<file path="src/rtl/controle_pkg.sv">
// Shared definitions for the round control unit.
// - 4-bit state encodings; the encoding doubles as the debug 7-seg value.
// - Default timeout window, in clock cycles.
package controle_pkg;

    localparam logic [3:0] INICIAL     = 4'h0;
    localparam logic [3:0] PREPARACAO  = 4'h1;
    localparam logic [3:0] ESPERA      = 4'h2;
    localparam logic [3:0] REGISTRA    = 4'h3;
    localparam logic [3:0] COMPARA     = 4'h4;
    localparam logic [3:0] PROXIMO     = 4'h5;
    localparam logic [3:0] FIM_ACERTO  = 4'hA;
    localparam logic [3:0] FIM_TIMEOUT = 4'hD;
    localparam logic [3:0] FIM_ERRO    = 4'hE;

    localparam int unsigned TIMEOUT_CICLOS_PADRAO = 3000;

endpackage

</file>
<file path="src/rtl/edge_detector.sv">
// Rising-edge detector: one flop samples the input every cycle.
// Ports:
//   clock  - system clock, rising edge
//   reset  - asynchronous, active-high; clears the sample flop
//   sinal  - level input (e.g. pushbutton)
//   pulso  - high for the cycle in which sinal is 1 and was 0 on the previous edge
module edge_detector (
    input  logic clock,
    input  logic reset,
    input  logic sinal,
    output logic pulso
);

    logic sinal_q;

    always_ff @(posedge clock or posedge reset) begin
        if (reset) begin
            sinal_q <= 1'b0;
        end else begin
            sinal_q <= sinal;
        end
    end

    assign pulso = sinal & ~sinal_q;

endmodule

</file>
<file path="src/rtl/unidade_controle_contagem.sv">
// Moore control unit for the counter/comparator/7-seg datapath.
// Runs one player round: clear, then per address wait for a jogada, register the
// switches, compare, and advance; ends in success, error or timeout.
// Ports:
//   clock, reset          - clock (rising edge), asynchronous active-high reset
//   iniciar               - level; starts/restarts a round from INICIAL or a FIM state
//   jogada                - pushbutton level; only its rising edge counts
//   igual, fim            - datapath comparator equal flag and counter terminal count
//   zera, registra, conta - datapath commands
//   pronto, acertou, errou, timeout - round status
//   db_estado             - current state encoding for the debug display
module unidade_controle_contagem
    import controle_pkg::*;
#(
    parameter int unsigned TIMEOUT_CICLOS = TIMEOUT_CICLOS_PADRAO
) (
    input  logic       clock,
    input  logic       reset,
    input  logic       iniciar,
    input  logic       jogada,
    input  logic       igual,
    input  logic       fim,
    output logic       zera,
    output logic       registra,
    output logic       conta,
    output logic       pronto,
    output logic       acertou,
    output logic       errou,
    output logic       timeout,
    output logic [3:0] db_estado
);

    localparam int unsigned LARGURA = $clog2(TIMEOUT_CICLOS);
    localparam logic [LARGURA-1:0] ULTIMO = LARGURA'(TIMEOUT_CICLOS - 1);

    logic [3:0]         estado_q, estado_d;
    logic [LARGURA-1:0] cnt_q, cnt_d;
    logic               jogada_pulso;

    edge_detector u_edge_jogada (
        .clock (clock),
        .reset (reset),
        .sinal (jogada),
        .pulso (jogada_pulso)
    );

    always_ff @(posedge clock or posedge reset) begin
        if (reset) begin
            estado_q <= INICIAL;
            cnt_q    <= '0;
        end else begin
            estado_q <= estado_d;
            cnt_q    <= cnt_d;
        end
    end

    // Counter only runs in ESPERA, so every entry into ESPERA opens a fresh window.
    always_comb begin
        cnt_d = '0;
        if (estado_q == ESPERA) begin
            cnt_d = cnt_q + LARGURA'(1);
        end
    end

    always_comb begin
        estado_d = INICIAL;
        case (estado_q)
            INICIAL:    estado_d = iniciar ? PREPARACAO : INICIAL;
            PREPARACAO: estado_d = ESPERA;
            ESPERA: begin
                // A jogada in the terminal-count cycle still wins over the timeout.
                if (jogada_pulso) begin
                    estado_d = REGISTRA;
                end else if (cnt_q == ULTIMO) begin
                    estado_d = FIM_TIMEOUT;
                end else begin
                    estado_d = ESPERA;
                end
            end
            REGISTRA:   estado_d = COMPARA;
            COMPARA: begin
                if (!igual) begin
                    estado_d = FIM_ERRO;
                end else if (fim) begin
                    estado_d = FIM_ACERTO;
                end else begin
                    estado_d = PROXIMO;
                end
            end
            PROXIMO:    estado_d = ESPERA;
            FIM_ACERTO: estado_d = iniciar ? PREPARACAO : FIM_ACERTO;
            FIM_ERRO:   estado_d = iniciar ? PREPARACAO : FIM_ERRO;
            FIM_TIMEOUT: estado_d = iniciar ? PREPARACAO : FIM_TIMEOUT;
            default:    estado_d = INICIAL;
        endcase
    end

    // Outputs decode the state register only, so the asynchronous reset clears them at once.
    always_comb begin
        zera     = 1'b0;
        registra = 1'b0;
        conta    = 1'b0;
        pronto   = 1'b0;
        acertou  = 1'b0;
        errou    = 1'b0;
        timeout  = 1'b0;
        case (estado_q)
            PREPARACAO:  zera = 1'b1;
            REGISTRA:    registra = 1'b1;
            PROXIMO:     conta = 1'b1;
            FIM_ACERTO: begin
                pronto  = 1'b1;
                acertou = 1'b1;
            end
            FIM_ERRO: begin
                pronto = 1'b1;
                errou  = 1'b1;
            end
            FIM_TIMEOUT: begin
                pronto  = 1'b1;
                timeout = 1'b1;
            end
            default: ;
        endcase
    end

    assign db_estado = estado_q;

endmodule

</file>
<file path="config.mk">
export PLATFORM = sky130hd
export DESIGN_NAME = unidade_controle_contagem
export DESIGN_NICKNAME = d
export VERILOG_FILES = /design/src/rtl/controle_pkg.sv /design/src/rtl/edge_detector.sv /design/src/rtl/unidade_controle_contagem.sv
export SDC_FILE = /design/constraint.sdc
export NUM_CORES = 1
export LEC_CHECK = 0
export BUFFER_PORTS_ARGS = -buffer_cell sky130_fd_sc_hd__buf_2
export CAP_MARGIN = 40
export CORE_UTILIZATION = 51
export CTS_BUF_LIST = sky130_fd_sc_hd__clkbuf_8
export CTS_CLUSTER_DIAMETER = 100
export DETAILED_ROUTE_END_ITERATION = 6
export HOLD_SLACK_MARGIN = 0.03
export PLACE_DENSITY = 0.77
export SLEW_MARGIN = 15
export SYNTH_ARGS = -nofsm -noshare
export SYNTH_HDL_FRONTEND = slang
export SYNTH_SLANG_ARGS = --single-unit
</file>
<file path="constraint.sdc">
create_clock -name clock -period 1.55 [get_ports clock]
set_input_delay 0 -clock clock [delete_from_list [all_inputs] [get_ports clock]]
set_output_delay 0 -clock clock [all_outputs]
set_load 0.005 [all_outputs]
</file>
==> flow_metrics.tcl <==
set metrics [dict create \
    status "complete, no violations" \
    gp_congestion 0.790 \
    synth_enable_flop_cells 0 \
    synth_largest_area_cell "dfrtp_1" \
    io_pins 17 \
    timing.final.hold_violations 0 \
    critical_path.reg2reg.startpoint "cnt_q[6]$_DFF_PP0_" \
    area_delta_synth_final_pct 26.1 \
    layout_min_cycle_time_ns 1.52 \
    clock_tree.buffer_depth 2 \
    netlist_top_cells_count "17 x dfrtp_1, 13 x nor2_1, 9 x nand2_1" \
    p_int_mw 0.936 \
    number_of_cell_rows 15 \
    vdd.ir_drop.worst_mv 0.778 \
    timing.critical_path.buf_inv 0 \
    power_density_nw_per_um2 1240 \
    diodes 0 \
    comb_power_share_pct 36.6 \
    syn_area_cell_um2 9.12 \
    floorplan.die_area_um2 2040 \
    fin_total_pwr_mw 1.48 \
    tritoncts_clock_tree "done" \
    cts-root-buf "clkbuf_8" \
    gate_count_of_the_mapped_netlist 104 \
    fp.dieH_um 45.1 \
    timing.max_slew.rel_slack_pct 58.5 \
    core_region_area_um2 1730 \
    final-instance-count-excl-fill 156 \
    multi_input_area_um2 510 \
    netSwitchingFraction_pct 36.7 \
    timing_worst_slew_pin_value_ns 0.621 \
    hold_path.startpoint "fim" \
    crit_chain "or3b_4 > nor4_4 > a21oi_1 > or3_1" \
    placed_cells 150 \
    drv_cap 0 \
    timing.setup.critical_path_class "flip-flop to flip-flop" \
    synth_top_flop_cell "dfrtp_1" \
    initial_core_util_pct 54.9 \
    grt_pass1_wl_mm 3.11 \
    yosysSeqAreaShare_pct 44.9 \
    routedWlPerCell_um 12.7 \
    power_frac_seq_pct 41.1 \
    worst_setup_path_end_kind "flip-flop" \
    report.final.setup_viol 0 \
    synth_cell_types 31 \
    fin_nets 139 \
    synthesis.nets 111 \
    number_of_buffers_created_by_cts 3 \
    globalRouteOverflowTotal 0 \
    setup.reg_to_reg.worst_slack_ns 0.03 \
    power.clock.fraction_pct 22.3 \
    synthDominantCellAreaShare_pct 44.9 \
    globalRouteTotalUtil_pct 21.4 \
    postRouteAntennaNets 0 \
    dpl-instance-area_um2 1110 \
    drt_iter0_drc 27 \
    dp_hpwl_mm 1.42 \
    final_design_area_no_fill_um2 1200 \
    final_layout_size_suffix_gt1_share_pct 28.2 \
    cts_sink_cnt 17 \
    worst_slack_ns 0.0347 \
    route.detailed.drc 0 \
    start_kind "flip-flop" \
    synthArstFlopShare_pct 100 \
    critical_path.max_stage_delay_ns 0.41 \
    grt_start_max_net_pins 18 \
    netSwitchingPower_mw 0.544 \
    rsz0062_at_grt "yes" \
    critPathRequiredTime_ns 1.69 \
    worst_path_arrival_time_ns 1.65 \
    worstSkewPairLatency_ns 0.25 \
    cts.reportedPaths.clkPinSlew_ns 0.07 \
    postSynthRegisterBits 17 \
    filler_cell_count 140 \
    pre_cts_ws_ns 0.0143 \
    grt_pass1_vias 744 \
    worst_path_max_delay_cell "or3b_4" \
    yosysWarnings 0 \
    fp.dieW_um 45.1 \
    yosys.cell_count.top_type "dfrtp_1" \
    critPathLaunch "cnt_q[6]$_DFF_PP0_" \
    netlist_top_cells_area "dfrtp_1 45%, nor2_1 5.1%, xnor2_1 4.6%" \
    part_of_the_cycle_the_worst_path_needs_pct 97.8 \
    fmaxAchievable_mhz 660 \
    input_output_buffers 16 \
    grt_antenna_before_repair 0 \
    fin_worst_skew_ns 0.00159 \
    drt_pre_antenna_iters 4 \
    vias 853 \
    vias_per_cell 5.47 \
    final-seq-area_um2 427 \
    postRouteWirelength_mm 1.98 \
    clock_tree.htree_level_count 1 \
    timing.final.max_slew_violations 0 \
    timing.hold.worst.class "input pin to flip-flop" \
    cp_top_family "simple AND/OR/NAND/NOR gates" \
    final.hold.worst_slack_ns 0.0671 \
    p_leak_nw 0.541 \
    syn-cell-area_um2 948 \
    cp_max_fo 2 \
]
==> what timing repair did <==
| item | in CTS | in global routing |
|---|---|---|
| gates resized for setup | 0 | 3 |
| setup endpoints to repair | 0 | 2 |
| setup buffers | 0 | 0 |
| endpoints found under the hold margin | 18 | 0 |
| hold buffers | 2 | 0 |
==> power by group through the flow <==
stage                     Combinational (mW)  Sequential, mW  Clock (mW)
after global placement                 0.522           0.599           0
after CTS                              0.532           0.594       0.331
after global routing                   0.609           0.619       0.347
final                                  0.542           0.607       0.330
after floorplan                        0.378           0.577           0
after detailed placement               0.528           0.600           0
==> through the flow <==
| step | util, % | setup TNS [ns] |
|---|---|---|
| 3_3_place_gp | 64.4 | 0 |
| 3_5_place_dp | 64.4 | 0 |
| 2_1_floorplan | - | 0 |
| 5_1_grt | 69.3 | -0.0466 |
| 4_1_cts | 68.2 | 0 |
| 6_report | 69.3 | 0 |
==> layout by cell type, fill, tap and decap left out, drive strengths merged, types with 3 or more instances in the layout <==
| master | Yosys | layout |
|---|---|---|
| nor2 | 13 | 13 |
| nand3 | 4 | 4 |
| or3 | 5 | 5 |
| nand2 | 9 | 9 |
| buf | 0 | 25 |
| inv | 4 | 5 |
| o21ai | 4 | 4 |
| a31oi | 3 | 3 |
| nor3 | 7 | 7 |
| dfrtp | 17 | 17 |
| clkbuf | 4 | 3 |
| xnor2 | 5 | 5 |
| nand2b | 4 | 4 |
| a21oi | 5 | 5 |
==> worst register-to-register path, stage by stage (launching register included) <==
cell	delay (ns)
dfrtp_1	0.38
or3b_4	0.41
nor4_4	0.15
a21oi_1	0.09
or3_1	0.36
==> path summary, 6_finish.rpt <==
kind,endpoint,depth (start not counted)
min reg2reg,cnt_q[0]$_DFF_PP0_,1
max,db_estado[1]$_DFF_PP0_,4
min,db_estado[2]$_DFF_PP0_,4
max in group asynchronous,db_estado[2]$_DFF_PP0_,3
max reg2reg,db_estado[1]$_DFF_PP0_,4
min in group asynchronous,cnt_q[1]$_DFF_PP0_,3
==> cells by family after synthesis <==
| logic type | share of synthesized area, % |
|---|---|
| simple gates | 32.2 |
| compound gates | 10.9 |
| flops | 44.9 |
| buf+inv | 4.22 |
| xor+xnor | 6.46 |
| fa+ha+maj | 1.32 |
==> sequential cells by signal, indices dropped and copies added, names as in the netlist <==
name	flops
cnt_q	12
db_estado	4
u_edge_jogada.sinal_q	1
==> metal layers <==
layer	wire length (um)	track usage (%)	share of wire, %	vias to the layer above
li1	-	-	-	416
met1	912	28.7	46	401
met2	923	33.6	47	31
met3	107	4.40	5.4	5
met4	33	9.09	1.7	0
met5	0	0	0	-
==> layout make-up <==
cell class,count,area share [%]
clock inverter,1,0.314
sequential,17,35.7
multi-input combinational,79,42.7
tap,25,2.62
clock buffer,3,3.45
inverter,4,1.26
timing repair buffer,27,14.0
(Power assumes the default switching activity.)
